$ cat config.mk
export PLATFORM = sky130hd
export DESIGN_NAME = logic_axi4_stream_arbiter
export DESIGN_NICKNAME = d
export VERILOG_FILES = /design/src/rtl/logic_pkg.sv /design/src/rtl/logic_arbiter_round_robin_select.sv /design/src/rtl/logic_axi4_stream_arbiter.sv
export SDC_FILE = /design/constraint.sdc
export NUM_CORES = 1
export LEC_CHECK = 0
export BUFFER_PORTS_ARGS = -buffer_cell sky130_fd_sc_hd__buf_2
export CAP_MARGIN = 40
export CORE_MARGIN = 2
export CORE_UTILIZATION = 25
export CTS_BUF_LIST = sky130_fd_sc_hd__clkbuf_4
export DETAILED_ROUTE_END_ITERATION = 7
export GPL_TIMING_DRIVEN = 0
export PLACE_DENSITY_LB_ADDON = 0.2
export SLEW_MARGIN = 40
export SYNTH_ARGS = -nofsm -noshare
export SYNTH_HDL_FRONTEND = slang
export SYNTH_SLANG_ARGS = --single-unit
$ cat constraint.sdc
create_clock -name aclk -period 3.9 [get_ports aclk]
set_input_delay 0.195 -clock aclk [delete_from_list [all_inputs] [get_ports aclk]]
set_output_delay 0.195 -clock aclk [all_outputs]
set_load 0.01 [all_outputs]
$ cat src/rtl/logic_pkg.sv
// Shared definitions for the logic_* block library.
// Latency: n/a (types and constants only).
// Backpressure: n/a.
//
// target_t selects an implementation flavour for blocks that offer more than
// one. It never changes cycle behaviour, only how logic may be mapped.
package logic_pkg;

  typedef enum logic [1:0] {
    TARGET_GENERIC = 2'd0,
    TARGET_ASIC    = 2'd1,
    TARGET_FPGA    = 2'd2
  } target_t;

endpackage : logic_pkg

$ cat src/rtl/logic_arbiter_round_robin_select.sv
// Round-robin requester search: first set request at or after ptr, wrapping.
// Latency: purely combinational, zero cycles.
// Backpressure: none; the caller decides when to register the result.
//
// Ports:
//   req        in   INPUTS  request vector
//   ptr        in   IDX_W   search start index (must be < INPUTS)
//   grant_oh   out  INPUTS  one-hot winner, all zero when no request
//   grant_idx  out  IDX_W   binary winner index, zero when no request
module logic_arbiter_round_robin_select #(
  parameter int INPUTS = 2
) (
  input  logic [INPUTS-1:0]                          req,
  input  logic [(INPUTS > 1 ? $clog2(INPUTS) : 1)-1:0] ptr,
  output logic [INPUTS-1:0]                          grant_oh,
  output logic [(INPUTS > 1 ? $clog2(INPUTS) : 1)-1:0] grant_idx
);

  localparam int IDX_W = (INPUTS > 1) ? $clog2(INPUTS) : 1;

  // ptr + off stays below 2*INPUTS, so a single conditional subtract wraps it.
  function automatic int wrap_idx(input int base, input int off);
    int sum;
    sum = base + off;
    if (sum >= INPUTS) begin
      sum = sum - INPUTS;
    end
    return sum;
  endfunction

  always_comb begin
    logic found;
    int   cand;
    found     = 1'b0;
    cand      = 0;
    grant_oh  = '0;
    grant_idx = '0;
    for (int k = 0; k < INPUTS; k++) begin
      cand = wrap_idx(int'(ptr), k);
      if (!found && req[cand]) begin
        found          = 1'b1;
        grant_oh[cand] = 1'b1;
        grant_idx      = IDX_W'(cand);
      end
    end
  end

endmodule : logic_arbiter_round_robin_select

$ cat src/rtl/logic_axi4_stream_arbiter.sv
// Packet-level round-robin arbiter of INPUTS AXI4-Stream sources onto one output.
// Latency: 2 cycles request-to-first-beat, 1 cycle per beat inside a packet,
//          one idle bubble between packets.
// Backpressure: tx_tready feeds rx_tready[grant] combinationally; the output
//          register holds its beat stable while tx_tready is low.
//
// Ports:
//   aclk, areset_n  clock and asynchronous active-low reset
//   rx_tvalid/rx_tready/rx_tlast/rx_tdata  per-source AXI4-Stream inputs
//   tx_tvalid/tx_tready/tx_tlast/tx_tdata  shared registered output
//   tx_tid          index of the source that produced the current tx beat
module logic_axi4_stream_arbiter
  import logic_pkg::*;
#(
  parameter int                  INPUTS      = 2,
  parameter int                  TDATA_BYTES = 4,
  parameter logic_pkg::target_t  TARGET      = logic_pkg::TARGET_GENERIC
) (
  input  logic                                        aclk,
  input  logic                                        areset_n,
  input  logic [INPUTS-1:0]                           rx_tvalid,
  output logic [INPUTS-1:0]                           rx_tready,
  input  logic [INPUTS-1:0]                           rx_tlast,
  input  logic [INPUTS-1:0][8*TDATA_BYTES-1:0]        rx_tdata,
  output logic                                        tx_tvalid,
  input  logic                                        tx_tready,
  output logic                                        tx_tlast,
  output logic [8*TDATA_BYTES-1:0]                    tx_tdata,
  output logic [(INPUTS > 1 ? $clog2(INPUTS) : 1)-1:0] tx_tid
);

  localparam int              IDX_W    = (INPUTS > 1) ? $clog2(INPUTS) : 1;
  localparam logic [IDX_W-1:0] LAST_IDX = IDX_W'(INPUTS - 1);

  typedef enum logic {
    STATE_IDLE   = 1'b0,
    STATE_LOCKED = 1'b1
  } state_t;

  state_t            state;
  logic [IDX_W-1:0]  ptr;
  logic [IDX_W-1:0]  grant;

  logic [INPUTS-1:0] sel_oh;
  logic [IDX_W-1:0]  sel_idx;
  logic              sel_any;
  logic              out_free;
  logic              accept;

  // Every target maps onto the same portable logic; the hook exists so a
  // target-specific variant can be dropped in without touching the ports.
  if (TARGET == TARGET_GENERIC) begin : g_target_generic
  end else begin : g_target_other
  end

  logic_arbiter_round_robin_select #(
    .INPUTS (INPUTS)
  ) u_select (
    .req       (rx_tvalid),
    .ptr       (ptr),
    .grant_oh  (sel_oh),
    .grant_idx (sel_idx)
  );

  assign sel_any = |sel_oh;

  // The output register can take a beat if it is empty or draining this cycle.
  assign out_free = !tx_tvalid || tx_tready;
  assign accept   = (state == STATE_LOCKED) && rx_tvalid[grant] && out_free;

  // Only the locked source ever sees ready; this is the sole tx_tready path.
  always_comb begin
    rx_tready = '0;
    if (state == STATE_LOCKED) begin
      rx_tready[grant] = out_free;
    end
  end

  always_ff @(posedge aclk or negedge areset_n) begin
    if (!areset_n) begin
      state     <= STATE_IDLE;
      ptr       <= '0;
      grant     <= '0;
      tx_tvalid <= 1'b0;
      tx_tlast  <= 1'b0;
      tx_tdata  <= '0;
      tx_tid    <= '0;
    end else begin
      if (accept) begin
        tx_tvalid <= 1'b1;
        tx_tdata  <= rx_tdata[grant];
        tx_tlast  <= rx_tlast[grant];
        tx_tid    <= grant;
      end else if (tx_tready) begin
        tx_tvalid <= 1'b0;
      end

      case (state)
        STATE_IDLE: begin
          if (sel_any) begin
            grant <= sel_idx;
            state <= STATE_LOCKED;
          end
        end
        STATE_LOCKED: begin
          // Lock is released only by an accepted tlast; gaps keep ownership.
          if (accept && rx_tlast[grant]) begin
            ptr   <= (grant == LAST_IDX) ? '0 : grant + 1'b1;
            state <= STATE_IDLE;
          end
        end
        default: state <= STATE_IDLE;
      endcase
    end
  end

endmodule : logic_axi4_stream_arbiter

==> flow_summary_export.csv <==
group,metric,value,unit
status,status,"finished clean",
power_and_ir_drop,p_leak,0.00126,uW
die,fp-row-count,31,
clock_network,cts_resized,0,
route,vias,1444,
setup_path,end_kind,"output port",
route,finalWirelength,4270,um
place,place_inst,334,
die,ios,108,
clock_network,root_buffer,"clkbuf_4",
place,port-buffer-count,107,
final_layout,final_cell_mix,"buf_2 (109), mux2_2 (51), dfrtp_1 (38)",
global_route,grt_overflow,0,
global_route,grt_max_degree,39,
global_route,antenna_found_initial,0,
final_layout,layout-drive-gt1-share,0.712,
route,via_per_inst,4.22,
timing,slew_headroom,0.627,
timing,tightest_slew,0.559,ns
synthesis,ys_seq_area_frac,0.511,
die,start_util,0.258,
die,die_h,90.3,um
synthesis,syn_inst,128,
timing,post-route-period-util,0.458,
clock_network,h-tree-depth,2,
place,place_area,2520,um2
synthesis,ys_types,18,
setup_path,critPathArrivalTime,1.59,ns
timing,grt_setup_unrepaired,"no",
setup_path,worstPathRequired,3.70,ns
run,drv_cap,0,
min_path,min_path_type,"primary input to register",
synthesis,synth-seq-cells,38,
clock_network,path_clk_slew,0.11,ns
synthesis,synth_area_per_cell,14.5,um2
clock_network,numCtsBuffers,5,
setup_path,path_class,"register to output port",
timing,hold_viol,0,
clock_network,clk_latency,0.34,ns
clock_network,cts_tree,"yes",
synthesis,yosysWarnings,0,
synthesis,syn_area,1860,um2
synthesis,synth_fp_nets,199,
timing,fmax,560,MHz
setup_path,cp-start-kind,"register",
place,hpwl,3240,um
final_layout,stdcell_count,342,
clock_network,cts.path.max_buffers,2,
die,fp.dieW,90.3,um
route,final_antenna_net_count,0,
global_route,grt.total_usage,0.114,
timing,slew_violations,0,
die,core_area,7210,um2
final_layout,antennaDiodeCount,0,
final_layout,layout_commonest_cell,"buf_2",
route,wl_per_cell,12.5,um
final_layout,design_area,2590,um2
final_layout,areaGrowthSynthToFinish,38.9,%
timing,finalSetupTns,0,ns
die,dieArea,8150,um2
final_layout,final_util,0.358,
clock_network,cts_hold_buf,1,
route,dr.pass1.iters,4,
global_route,grt_pass1_wl,7360,um
setup_path,worstPathMaxFanout,10,
final_layout,fillers,767,
route,drc_errors,0,
place,dp_slack,2.17,ns
final_layout,nets,314,
clock_network,cts_setup_buffers,0,
place,gp_congestion,0.637,
route,drt_iter0_drc,44,
clock_network,clock-sinks,38,
timing,finalCriticalPeriod,1.79,ns
global_route,grt_pass1_vias,1504,
power_and_ir_drop,peakVddDrop,297,uV
timing,finalSetupViolCount,0,
timing,setup_ws,2.11,ns
timing,fin_skew,0.00733,ns
power_and_ir_drop,pwr_density_cell,720,nW/um2
[routing by layer]
metal  GRT usage  share of wire  vias to the layer above
met5           0              0                        -
met4      0.0308          0.011                        0
met3      0.0501          0.085                        5
met2       0.169           0.42                       76
met1       0.150           0.48                      673
li1            -              -                      690
[layout make-up]
type                       instances  area [um2]  area share
sequential                        38         951       0.368
clock buffer                       7        52.6      0.0203
timing repair buffer             108         548       0.212
buffer                             7        52.6      0.0203
inverter                           1        3.75     0.00145
multi-input combinational         82         855       0.330
tap                               99         124      0.0479
[worst max-delay path, stage by stage (launching register included)]
cell	delay, ns
dfrtp_1	0.38
buf_2	0.26
buf_2	0.28
and3_1	0.19
buf_2	0.13
[cell usage after synthesis]
master	n	area share
mux2_2	51	0.31
dfrtp_1	38	0.51
mux2_1	16	0.097
nand2_1	4	0.0081
buf_2	3	0.0081
buf_6	3	0.018
nand2b_1	2	0.0067
a21bo_2	1	0.0054
a21oi_1	1	0.0027
a31oi_1	1	0.0034
and3_1	1	0.0034
buf_1	1	0.0020
inv_1	1	0.0020
nand3_4	1	0.0094
nand4_1	1	0.0034
nor2_1	1	0.0020
o2bb2ai_1	1	0.0047
o31a_1	1	0.0047
[logic make-up (layout without fill, tap and decap cells)]
logic type	count (synthesis)	in the layout	synth area share
flops	38	38	0.511
simple gates	10	10	0.0329
compound gates	5	5	0.0208
buf+inv	8	123	0.0302
mux	67	67	0.405
[where the power goes]
part | internal (uW) | switching, uW
logic | 526 | 438
registers | 596 | 93.4
clock network | 82.1 | 127
total | 1200 | 658
[registers in the layout (all words and copies together) (netlist names)]
name,cells
tx_tvalid,1
tx_tid,1
state,1
tx_tdata,32
tx_tlast,1
grant,1
ptr,1
[final timing paths]
path | cells after the start | endpoint | slack, ns | start
min in group asynchronous | 2 | tx_tdata[11]$_DFFE_PN0P_ | 0.35 | areset_n
hold / removal | 2 | grant$_DFFE_PN0P_ | 0.08 | rx_tvalid[0]
max in group asynchronous | 2 | tx_tdata[17]$_DFFE_PN0P_ | 3.21 | areset_n
setup / recovery | 4 | rx_tready[1] | 2.11 | grant$_DFFE_PN0P_
setup reg to reg | 4 | tx_tdata[27]$_DFFE_PN0P_ | 2.19 | grant$_DFFE_PN0P_
hold reg to reg | 1 | tx_tdata[2]$_DFFE_PN0P_ | 0.50 | tx_tdata[2]$_DFFE_PN0P_
[metrics by stage]
step / power (uW) / hold slack (ns)
floorplan: 1330 / -0.101
global placement: 1670 / 0.378
detailed placement: 1690 / 0.205
CTS: 1910 / 0.0526
global route: 2030 / 0.0370
finish: 1860 / 0.0767
Power figures use the tool's default switching activity.
